File: config.mk
export PLATFORM = sky130hd
export DESIGN_NAME = ifu_fetch
export DESIGN_NICKNAME = d
export VERILOG_FILES = /design/src/rtl/ifu_fetch_pkg.sv /design/src/rtl/ifu_fetch.sv
export SDC_FILE = /design/constraint.sdc
export NUM_CORES = 1
export LEC_CHECK = 0
export BUFFER_PORTS_ARGS = -buffer_cell sky130_fd_sc_hd__buf_2
export CELL_PAD_IN_SITES_DETAIL_PLACEMENT = 1
export CELL_PAD_IN_SITES_GLOBAL_PLACEMENT = 2
export CORE_MARGIN = 1
export CORE_UTILIZATION = 25
export CTS_BUF_LIST = sky130_fd_sc_hd__clkbuf_16
export DETAILED_ROUTE_END_ITERATION = 7
export MAX_ROUTING_LAYER = met4
export PLACE_DENSITY = 0.84
export SLEW_MARGIN = 20
export SYNTH_ARGS = -nofsm -noshare
export SYNTH_HDL_FRONTEND = slang
export SYNTH_SLANG_ARGS = --single-unit
File: constraint.sdc
create_clock -name clk -period 2.5 [get_ports clk]
set_clock_uncertainty 0.1 [all_clocks]
set_input_delay 0.25 -clock clk [delete_from_list [all_inputs] [get_ports clk]]
set_output_delay 0.25 -clock clk [all_outputs]
set_load 0.01 [all_outputs]
File: src/rtl/ifu_fetch_pkg.sv
// rtl/ifu_fetch_pkg.sv - shared state encodings and constants for the instruction fetch unit
package ifu_fetch_pkg;

    // Default widths used when the top is instantiated without overrides
    localparam int IFU_XLEN     = 64;
    localparam int IFU_INST_LEN = 32;

    // PC loaded on reset
    localparam logic [63:0] IFU_RESET_PC = 64'h0000_0000_8000_0000;

    // addi x0, x0, 0 - presented to decode whenever no real instruction is held
    localparam logic [31:0] NOP_INST = 32'h0000_0013;

    // Fetch sequencer states
    typedef enum logic [2:0] {
        IFU_IDLE = 3'd0,
        IFU_REQ  = 3'd1,
        IFU_WAIT = 3'd2,
        IFU_HOLD = 3'd3,
        IFU_DROP = 3'd4
    } ifu_state_e;

endpackage

File: src/rtl/ifu_fetch.sv
// rtl/ifu_fetch.sv - instruction fetch unit: PC owner, single-outstanding imem requester, decode feeder (optional IFU_MISALIGN_CHK_EN)
module ifu_fetch
    import ifu_fetch_pkg::*;
#(
    parameter int               XLEN     = IFU_XLEN,
    parameter logic [XLEN-1:0]  RESET_PC = XLEN'(IFU_RESET_PC),
    parameter int               INST_LEN = IFU_INST_LEN
) (
    input  logic                clk,
    input  logic                rst_n,
    output logic                imem_req_valid,
    input  logic                imem_req_ready,
    output logic [XLEN-1:0]     imem_req_addr,
    input  logic                imem_resp_valid,
    input  logic [INST_LEN-1:0] imem_resp_data,
    output logic                instr_valid,
    input  logic                instr_ready,
    output logic [INST_LEN-1:0] instr_o,
    output logic [XLEN-1:0]     pc_o,
    input  logic                redirect_valid,
    input  logic [XLEN-1:0]     redirect_pc
`ifdef IFU_MISALIGN_CHK_EN
    ,
    output logic                fetch_misalign
`endif
);

    localparam logic [INST_LEN-1:0] NOP = INST_LEN'(NOP_INST);

    ifu_state_e         state;
    ifu_state_e         nxt_state;
    logic [XLEN-1:0]    pc;
    logic [XLEN-1:0]    nxt_pc;
    logic               capture;

    // The request address is always the architectural fetch PC
    assign imem_req_addr = pc;

    // Next-state and next-PC decode; a redirect always overrides sequential PC advance
    always_comb begin
        nxt_state = state;
        nxt_pc    = pc;
        capture   = 1'b0;
        case (state)
            IFU_IDLE: begin
                nxt_state = IFU_REQ;
            end
            IFU_REQ: begin
                if (redirect_valid) begin
                    nxt_pc    = redirect_pc;
                    // an accepted request in the redirect cycle fetches the old PC, so it is stale
                    nxt_state = imem_req_ready ? IFU_DROP : IFU_REQ;
                end else if (imem_req_ready) begin
                    nxt_state = IFU_WAIT;
                end
            end
            IFU_WAIT: begin
                if (redirect_valid) begin
                    nxt_pc    = redirect_pc;
                    nxt_state = imem_resp_valid ? IFU_REQ : IFU_DROP;
                end else if (imem_resp_valid) begin
                    capture   = 1'b1;
                    nxt_state = IFU_HOLD;
                end
            end
            IFU_HOLD: begin
                if (redirect_valid) begin
                    nxt_pc    = redirect_pc;
                    nxt_state = IFU_REQ;
                end else if (instr_ready) begin
                    nxt_pc    = pc + XLEN'(4);
                    nxt_state = IFU_REQ;
                end
            end
            IFU_DROP: begin
                if (redirect_valid) begin
                    nxt_pc = redirect_pc;
                end
                if (imem_resp_valid) begin
                    nxt_state = IFU_REQ;
                end
            end
            default: begin
                nxt_state = IFU_IDLE;
            end
        endcase
    end

`ifdef IFU_MISALIGN_CHK_EN
    logic misalign_enter;

    // Entering REQ with a misaligned PC traps straight to HOLD without touching memory
    assign misalign_enter = (nxt_state == IFU_REQ) && (nxt_pc[1:0] != 2'b00);
`endif

    // State, PC and registered outputs; every output is a flop so decode and imem see clean timing
    always_ff @(posedge clk) begin
        if (!rst_n) begin
            state          <= IFU_IDLE;
            pc             <= RESET_PC;
            imem_req_valid <= 1'b0;
            instr_valid    <= 1'b0;
            instr_o        <= NOP;
            pc_o           <= RESET_PC;
`ifdef IFU_MISALIGN_CHK_EN
            fetch_misalign <= 1'b0;
`endif
        end else begin
            pc <= nxt_pc;
            if (capture) begin
                instr_o <= imem_resp_data;
                pc_o    <= pc;
            end
`ifdef IFU_MISALIGN_CHK_EN
            if (misalign_enter) begin
                state          <= IFU_HOLD;
                imem_req_valid <= 1'b0;
                instr_valid    <= 1'b1;
                fetch_misalign <= 1'b1;
                instr_o        <= NOP;
                pc_o           <= nxt_pc;
            end else begin
                state          <= nxt_state;
                imem_req_valid <= (nxt_state == IFU_REQ);
                instr_valid    <= (nxt_state == IFU_HOLD);
                if ((state == IFU_HOLD) && (nxt_state != IFU_HOLD)) begin
                    fetch_misalign <= 1'b0;
                end
            end
`else
            state          <= nxt_state;
            imem_req_valid <= (nxt_state == IFU_REQ);
            instr_valid    <= (nxt_state == IFU_HOLD);
`endif
        end
    end

endmodule

==> impl_metrics.tcl, run 1 <==
set metrics [dict create \
    outcome "completed" \
    worstSetupStartpointType "flop" \
    dieArea_um2 31000 \
    slew_viol_final 0 \
    die_w_um 176.1 \
    drc 0 \
    seqPwrFrac_pct 43.4 \
    worstHoldPathCells 3 \
    crit_type "flop to flop" \
    grt_max_degree 68 \
    cts_root_buf "clkbuf_16" \
    synthAdderAreaFrac_pct 0.1652 \
    worstReg2RegEnd "imem_req_addr[41]$_SDFFE_PN0P_" \
    yosysWarningCount 0 \
    numCtsBuffers 17 \
    hold_end "imem_req_addr[39]$_SDFFE_PN0P_" \
    clockBufferDepth 2 \
    ys_types 61 \
    synth_edf_count 0 \
    maxCapViolations 0 \
    n_fill_cell 3711 \
    drtPass1Iterations 5 \
    grt_pass1_wl_mm 51.41 \
    ant_nets 0 \
    clock_latency_ns 0.46 \
    synth_top_family_by_area "simple AND/OR/NAND/NOR gates" \
    finalCritPeriodShare_pct 95.66 \
    viasPerCell 5.089 \
    worst_pin_slew_ns 0.7944 \
    min_period_ns 2.392 \
    fin_cells 1755 \
    antenna_found_initial 1 \
    net-switching-power_mw 1.994 \
    grtUsageTotal_pct 22.05 \
    post-route-util_pct 37.08 \
    synth_seq_area_share_pct 43.61 \
    crit_required_ns 2.78 \
    netlist_area_um2 7575 \
    drive_above_1_share_pct 30.13 \
    port_buffers 263 \
    path_max_fanout 5 \
    num_vias 8931 \
    die_h_um 176.1 \
    synthesis.nets 1108 \
    r2r_slack_ns 0.11 \
    hold_violations 0 \
    cts_tree "yes" \
    final_common_cell "nand2_1" \
    synth-xor-area-share_pct 0.1156 \
    clk_pin_slew_ns 0.08 \
    ys_async_sr_fraction_pct 0 \
    h-tree-depth 4 \
    dp.cells 1662 \
    mostFrequentLayoutCells "265 x nand2_1, 264 x buf_2, 161 x dfxtp_1" \
    r2r_start "imem_req_addr[26]$_SDFFE_PN0P_" \
    register_area_um2 3308 \
    rsz0062_at_grt "false" \
    grt_pass1_vias 9027 \
    wirelength_mm 33.69 \
    synthMuxAreaShare_pct 0.2643 \
    hp-start "redirect_pc[39]" \
    ys_seq_elements 165 \
    start_util_pct 25.49 \
    multiInputGateArea_um2 4014 \
    syn_area_per_cell_um2 7.537 \
    core-area_um2 29720 \
    syn_inst 1005 \
    clockPowerShare_pct 40.7 \
    p_sw_share_pct 30.40 \
    row_count 63 \
    hold_class "primary input to flop" \
    cp-end-kind "flop" \
    hpwl_mm 24.16 \
    slew_headroom_pct 47.04 \
    combPwrFrac_pct 15.9 \
    drtIter0Drc 514 \
    fin_nets 1454 \
    vdd_drop_max_v 0.0004360 \
    fmax_mhz 418.1 \
    ys.flop_type "dfxtp_1" \
    synth_compound_area_share_pct 22.27 \
    cts_sinks 165 \
    synthSimpleGateAreaFrac_pct 29.06 \
    grt_overflow_total 0 \
    reg2regPathDepth 8 \
    cp_data_arrival_time_ns 2.67 \
    io_pins 264 \
    p_leak_nw 4.550 \
    synthToLayoutAreaGrowth_pct 45.47 \
    finalSetupViolCount 0 \
    powerDensity_nw_per_um2 595.3 \
    gp_congestion 0.8100 \
    cellInternalPower_mw 4.565 \
    wl_per_cell_um 19.20 \
]
==> Yosys cell counts (3+ instances only) <==
cell type  count  area, um^2
nand2_1      265       994.7
a31oi_1       17       106.4
a221oi_1       5       43.79
clkbuf_1      63       236.5
a21oi_1      125       625.6
a311oi_1       3       26.28
or3_1          5       31.28
nor4_1        15       93.84
and4_1         8       70.07
a21o_1         7       52.55
dfxtp_1      165        3303
or2_2          5       31.28
a22o_1         7       61.31
o211ai_1       9       67.56
or3b_2         3       26.28
o22ai_1        5       31.28
buf_2          4       20.02
and2_1         3       18.77
inv_1         12       45.04
a22oi_1       16       120.1
or4_1          7       52.55
nor2_1        51       191.4
nor4b_1        4       35.03
o21ai_0       43       215.2
o31a_1         3       26.28
nor3_1        24       120.1
a211oi_1       7       52.55
buf_1          7       26.28
o311ai_0       4       35.03
and3_1        11       68.82
nand3_1       32       160.2
nand4_1       22       137.6
a41oi_1        3       26.28
o31ai_1        7       52.55
==> kinds of logic (layout without fill, tap and decap cells) <==
group,after synthesis,count (layout)
xor gates and xnor gates,1,1
adders and majority gates,1,1
other,0,1
muxes,2,2
AOI/OAI and AO/OA,276,276
and+or+nand+nor,472,472
DFF,165,165
buffers and inverters,88,447
==> routing by layer <==
| metal | track usage, % | vias to the layer above | wire [um] |
|---|---|---|---|
| met5 | - | - | 0 |
| met1 | 28.00 | 4383 | 15430 |
| met4 | 5.688 | 0 | 482 |
| met3 | 4.005 | 32 | 1774 |
| li1 | - | 4280 | - |
| met2 | 35.88 | 236 | 16010 |
==> final cells by class <==
class | instances | area share (%)
repair buffers | 403 | 23.53
clock inverters | 15 | 1.283
multi-input cells | 752 | 36.43
flip-flops and latches | 165 | 30.02
inverters | 12 | 0.4315
clock buffers | 17 | 3.861
diodes | 1 | 0.02271
well taps | 390 | 4.428
==> sequential cells by signal, summed over array words and instances (netlist names) <==
signal          flops
imem_req_addr      64
imem_req_valid      1
instr_o            32
instr_valid         1
pc_o               64
state               3
==> metrics by stage <==
| stage | area (um^2) | setup WS, ns | power, mW | setup TNS, ns | hold slack [ns] |
|---|---|---|---|---|---|
| 4_1_cts | 10950 | 0.005461 | 6.628 | 0 | 0.003602 |
| 5_1_grt | 11020 | 0.007601 | 6.817 | 0 | 0.01891 |
| 3_5_place_dp | 9799 | -0.01609 | 3.871 | -0.01609 | 0.3451 |
| 6_report | 11020 | 0.1084 | 6.560 | 0 | 0.009459 |
| 2_1_floorplan | 7575 | 0.09302 | 3.338 | 0 | 0.2586 |
| 3_3_place_gp | 9799 | 0.007100 | 3.847 | 0 | 0.3389 |
==> worst max-delay path by stage <==
stage          slack (ns)  cells after the start                           start                              to
3_5_place_dp        -0.02                      8   imem_req_addr[2]$_SDFFE_PN0P_  imem_req_addr[50]$_SDFFE_PN0P_
3_3_place_gp        0.007                      8   imem_req_addr[2]$_SDFFE_PN0P_  imem_req_addr[50]$_SDFFE_PN0P_
2_1_floorplan        0.09                      7   imem_req_addr[6]$_SDFFE_PN0P_  imem_req_addr[41]$_SDFFE_PN0P_
6_report             0.11                      8  imem_req_addr[26]$_SDFFE_PN0P_  imem_req_addr[41]$_SDFFE_PN0P_
4_1_cts             0.005                      8   imem_req_addr[2]$_SDFFE_PN0P_  imem_req_addr[50]$_SDFFE_PN0P_
5_1_grt             0.008                      6  imem_req_addr[38]$_SDFFE_PN0P_  imem_req_addr[51]$_SDFFE_PN0P_
==> repair_timing <==
action | in CTS | in global routing
endpoints found under the setup margin | 2 | 16
gates cloned | 0 | 1
endpoints found under the hold margin | 58 | 0
buffers inserted | 0 | 1
hold buffers | 58 | 0
resized for setup | 1 | 14
pin swaps | 0 | 2
==> worst max-delay path, stage by stage, from the launching register on <==
cell and delay [ns]:
dfxtp_2 0.33, buf_4 0.13, nand2_1 0.08, or3_4 0.40, nor4_4 0.32, buf_6 0.18
nand3_2 0.10, or4b_1 0.51, a31oi_1 0.16
==> power by group through the flow <==
stage / Combinational (mW) / Sequential [mW] / Clock, mW
2_1_floorplan: 0.387 / 2.95 / 0
3_3_place_gp: 0.953 / 2.89 / 0
3_5_place_dp: 0.968 / 2.90 / 0
4_1_cts: 1.05 / 2.84 / 2.74
5_1_grt: 1.13 / 2.86 / 2.83
6_report: 1.05 / 2.85 / 2.67
No activity file was read; power rests on OpenSTA's default activity.
==> run 2, diff against run 1 <==
--- a/config.mk
+++ b/config.mk
@@ -5,16 +5,17 @@
 export SDC_FILE = /design/constraint.sdc
 export NUM_CORES = 1
 export LEC_CHECK = 0
+export ABC_AREA = 1
 export BUFFER_PORTS_ARGS = -buffer_cell sky130_fd_sc_hd__buf_2
 export CELL_PAD_IN_SITES_DETAIL_PLACEMENT = 1
 export CELL_PAD_IN_SITES_GLOBAL_PLACEMENT = 2
+export CORE_ASPECT_RATIO = 0.7
 export CORE_MARGIN = 1
-export CORE_UTILIZATION = 25
+export CORE_UTILIZATION = 24
 export CTS_BUF_LIST = sky130_fd_sc_hd__clkbuf_16
 export DETAILED_ROUTE_END_ITERATION = 7
 export MAX_ROUTING_LAYER = met4
 export PLACE_DENSITY = 0.84
-export SLEW_MARGIN = 20
 export SYNTH_ARGS = -nofsm -noshare
 export SYNTH_HDL_FRONTEND = slang
 export SYNTH_SLANG_ARGS = --single-unit
==> run 2 against run 1 <==
Non-clock buffer count down 54. Global-route usage up 0.84 points. First-iteration DRC count up 37%. Routed wire length up 21%. Sequential power up 2%. Via count up 15%. Count of clock-buffer cells in the layout unchanged. Combinational power up 10%. Worst hold slack better by 0.035 ns. Sequential share of layout area down 1.7 points. Critical endpoint is now imem_req_addr[29]$_SDFFE_PN0P_. Largest cell class unchanged.
==> impl_metrics.tcl, run 2 <==
set metrics [dict create \
    ant_nets 0 \
    place_area_um2 10660 \
    cp-end-kind "flop" \
    grtUsageTotal_pct 22.89 \
    cts_sinks 165 \
    post_cts_buffers 0 \
    worst_pin_slew_ns 0.6125 \
    yosysWarningCount 0 \
    report.power.total_mw 6.978 \
    vdd_drop_max_v 0.0004552 \
    ys_types 32 \
    drive_above_1_share_pct 22.04 \
    io_pins 264 \
    synth_seq_area_share_pct 38.05 \
    cts_resized 0 \
    h-tree-depth 4 \
    cpMaxStageDelayCell "dfxtp_1" \
    core-area_um2 35160 \
    synth_top_cell_by_area "dfxtp_1" \
    multiInputGateArea_um2 4639 \
    antenna_found_initial 5 \
    rsz0062_at_grt "false" \
    synth_edf_count 0 \
    synthTopCellsByArea "dfxtp_1 38%, nand2_1 15%, nor2_1 13%" \
    combPwrFrac_pct 16.6 \
    p_leak_nw 5.356 \
    post-route-util_pct 33.17 \
    grt_pass1_wl_mm 62.51 \
    synthesis.nets 1482 \
    clk_pin_slew_ns 0.08 \
    setup-tns-final_ns 0 \
    slew_headroom_pct 59.17 \
    grt_overflow_total 0 \
    wirelength_mm 40.90 \
    min_period_ns 2.308 \
    final_common_cell "nand2_1" \
    crit_chain "nand2_1 > nor2_1 > nand2_1 > nor2_1 > nand2_1 > xor2_1 > buf_4 > nand2_1 > nand2_1 > a21oi_1" \
    dp.cells 2099 \
    syn_area_per_cell_um2 6.296 \
    finalCritPeriodShare_pct 92.33 \
    fin_nets 1787 \
    post-synth-top-area-fraction_pct 38.05 \
    crit_top_cell "nand2_1" \
    r2r_slack_ns 0.19 \
    grt_pass1_vias 10320 \
    final_design_area_no_fill_um2 11660 \
    p_sw_share_pct 30.63 \
    fin_cells 2173 \
    row_count 57 \
    crit_type "flop to flop" \
    path_max_fanout 3 \
    drtPass1Iterations 5 \
    numCtsBuffers 17 \
    finalSetupViolCount 0 \
    slew_viol_final 0 \
    die_h_um 161.1 \
    wl_per_cell_um 18.82 \
    mostFrequentLayoutCells "341 x nand2_1, 308 x nor2_1, 262 x buf_2" \
    slowest_delay_ns 0.41 \
    die_w_um 229.3 \
    syn_inst 1379 \
    maxCapViolations 0 \
    n_fill_cell 4555 \
    powerDensity_nw_per_um2 598.4 \
    hold_violations 0 \
    viasPerCell 4.737 \
    synthToLayoutAreaGrowth_pct 34.31 \
    cts_tree "yes" \
    clock_latency_ns 0.45 \
    fmax_mhz 433.2 \
    ys_seq_elements 165 \
    ys_async_sr_fraction_pct 0 \
    synth.most_common_cell "nand2_1" \
    cp_data_arrival_time_ns 2.60 \
    port_buffers 263 \
    crit_required_ns 2.79 \
    drc 0 \
    outcome "completed" \
    num_vias 10290 \
    grt_max_degree 90 \
    hpwl_mm 31.62 \
    netlist_area_um2 8682 \
    start_util_pct 24.69 \
    register_area_um2 3303 \
    net-switching-power_mw 2.137 \
    seqPwrFrac_pct 41.8 \
    ys.flop_type "dfxtp_1" \
    cts_root_buf "clkbuf_16" \
    drtIter0Drc 702 \
    hold_class "primary input to flop" \
    worstSetupStartpointType "flop" \
    dieArea_um2 36950 \
    gp_congestion 0.9950 \
    clockPowerShare_pct 41.6 \
    synth_common_cells "342 x nand2_1, 308 x nor2_1, 165 x dfxtp_1" \
    clockBufferDepth 2 \
    cellInternalPower_mw 4.840 \
]
run 2: power groups by stage:
stage               Combinational [mW]  Clock [mW]  Sequential [mW]
CTS                               1.16        2.97             2.91
floorplan                        0.544           0             2.98
detailed placement                1.10           0             2.97
global route                      1.27        3.07             2.93
global placement                  1.09           0             2.97
finish                            1.16        2.91             2.92
run 2: cell type report:
type	count	area share [%]
Tap cell	472	5.064
Sequential cell	165	28.33
Clock buffer	17	3.648
Multi-Input combinational cell	1046	39.79
Timing Repair Buffer	349	18.09
Antenna cell	4	0.08584
Clock inverter	15	1.620
Inverter	105	3.380
run 2: logic make-up after synthesis:
group                    after synthesis  share of synthesized area, %
AND/OR/NAND/NOR                      776                         36.59
XOR/XNOR                              17                         1.715
adder cells (fa/ha/maj)                1                        0.1441
multiplexers                           1                        0.1153
buffers and inverters                168                         8.546
flip-flops                           165                         38.05
AO/OA/AOI/OAI                        251                         14.84
run 2: per-layer routing:
metal  track usage, %  vias to the layer above  part of all wire, %
met5                -                        -                    0
met4            5.182                        0                  1.7
met3            5.438                       38                  7.0
met2            33.42                      345                   43
met1            31.70                     4905                   49
li1                 -                     5005                    -
run 2: what timing repair did:
action	4_1_cts	5_1_grt
setup endpoints to repair	0	0
hold buffers	38	0
hold endpoints to repair	38	0
run 2: stage by stage:
stage,setup slack [ns],hold WS (ns)
finish,0.1917,0.04447
global route,0.06114,0.03832
CTS,0.2552,0.009082
detailed placement,0.2826,0.3490
global placement,0.3299,0.3359
floorplan,0.6789,0.2763
run 2: path summary, 6_finish.rpt:
kind,depth (start not counted),startpoint,end
min reg2reg,2,instr_o[4]$_SDFFE_PN1P_,instr_o[4]$_SDFFE_PN1P_
min,5,redirect_pc[41],imem_req_addr[41]$_SDFFE_PN0P_
max reg2reg,10,imem_req_addr[25]$_SDFFE_PN0P_,imem_req_addr[29]$_SDFFE_PN0P_
max,10,imem_req_addr[25]$_SDFFE_PN0P_,imem_req_addr[29]$_SDFFE_PN0P_
run 2: worst max-delay path, delay by kind of cell, from the launching register on:
family	cells	cell delay [ns]
flops	1	0.41
xor+xnor	1	0.21
buf+inv	1	0.14
compound gates	1	0.12
simple gates	7	1.26
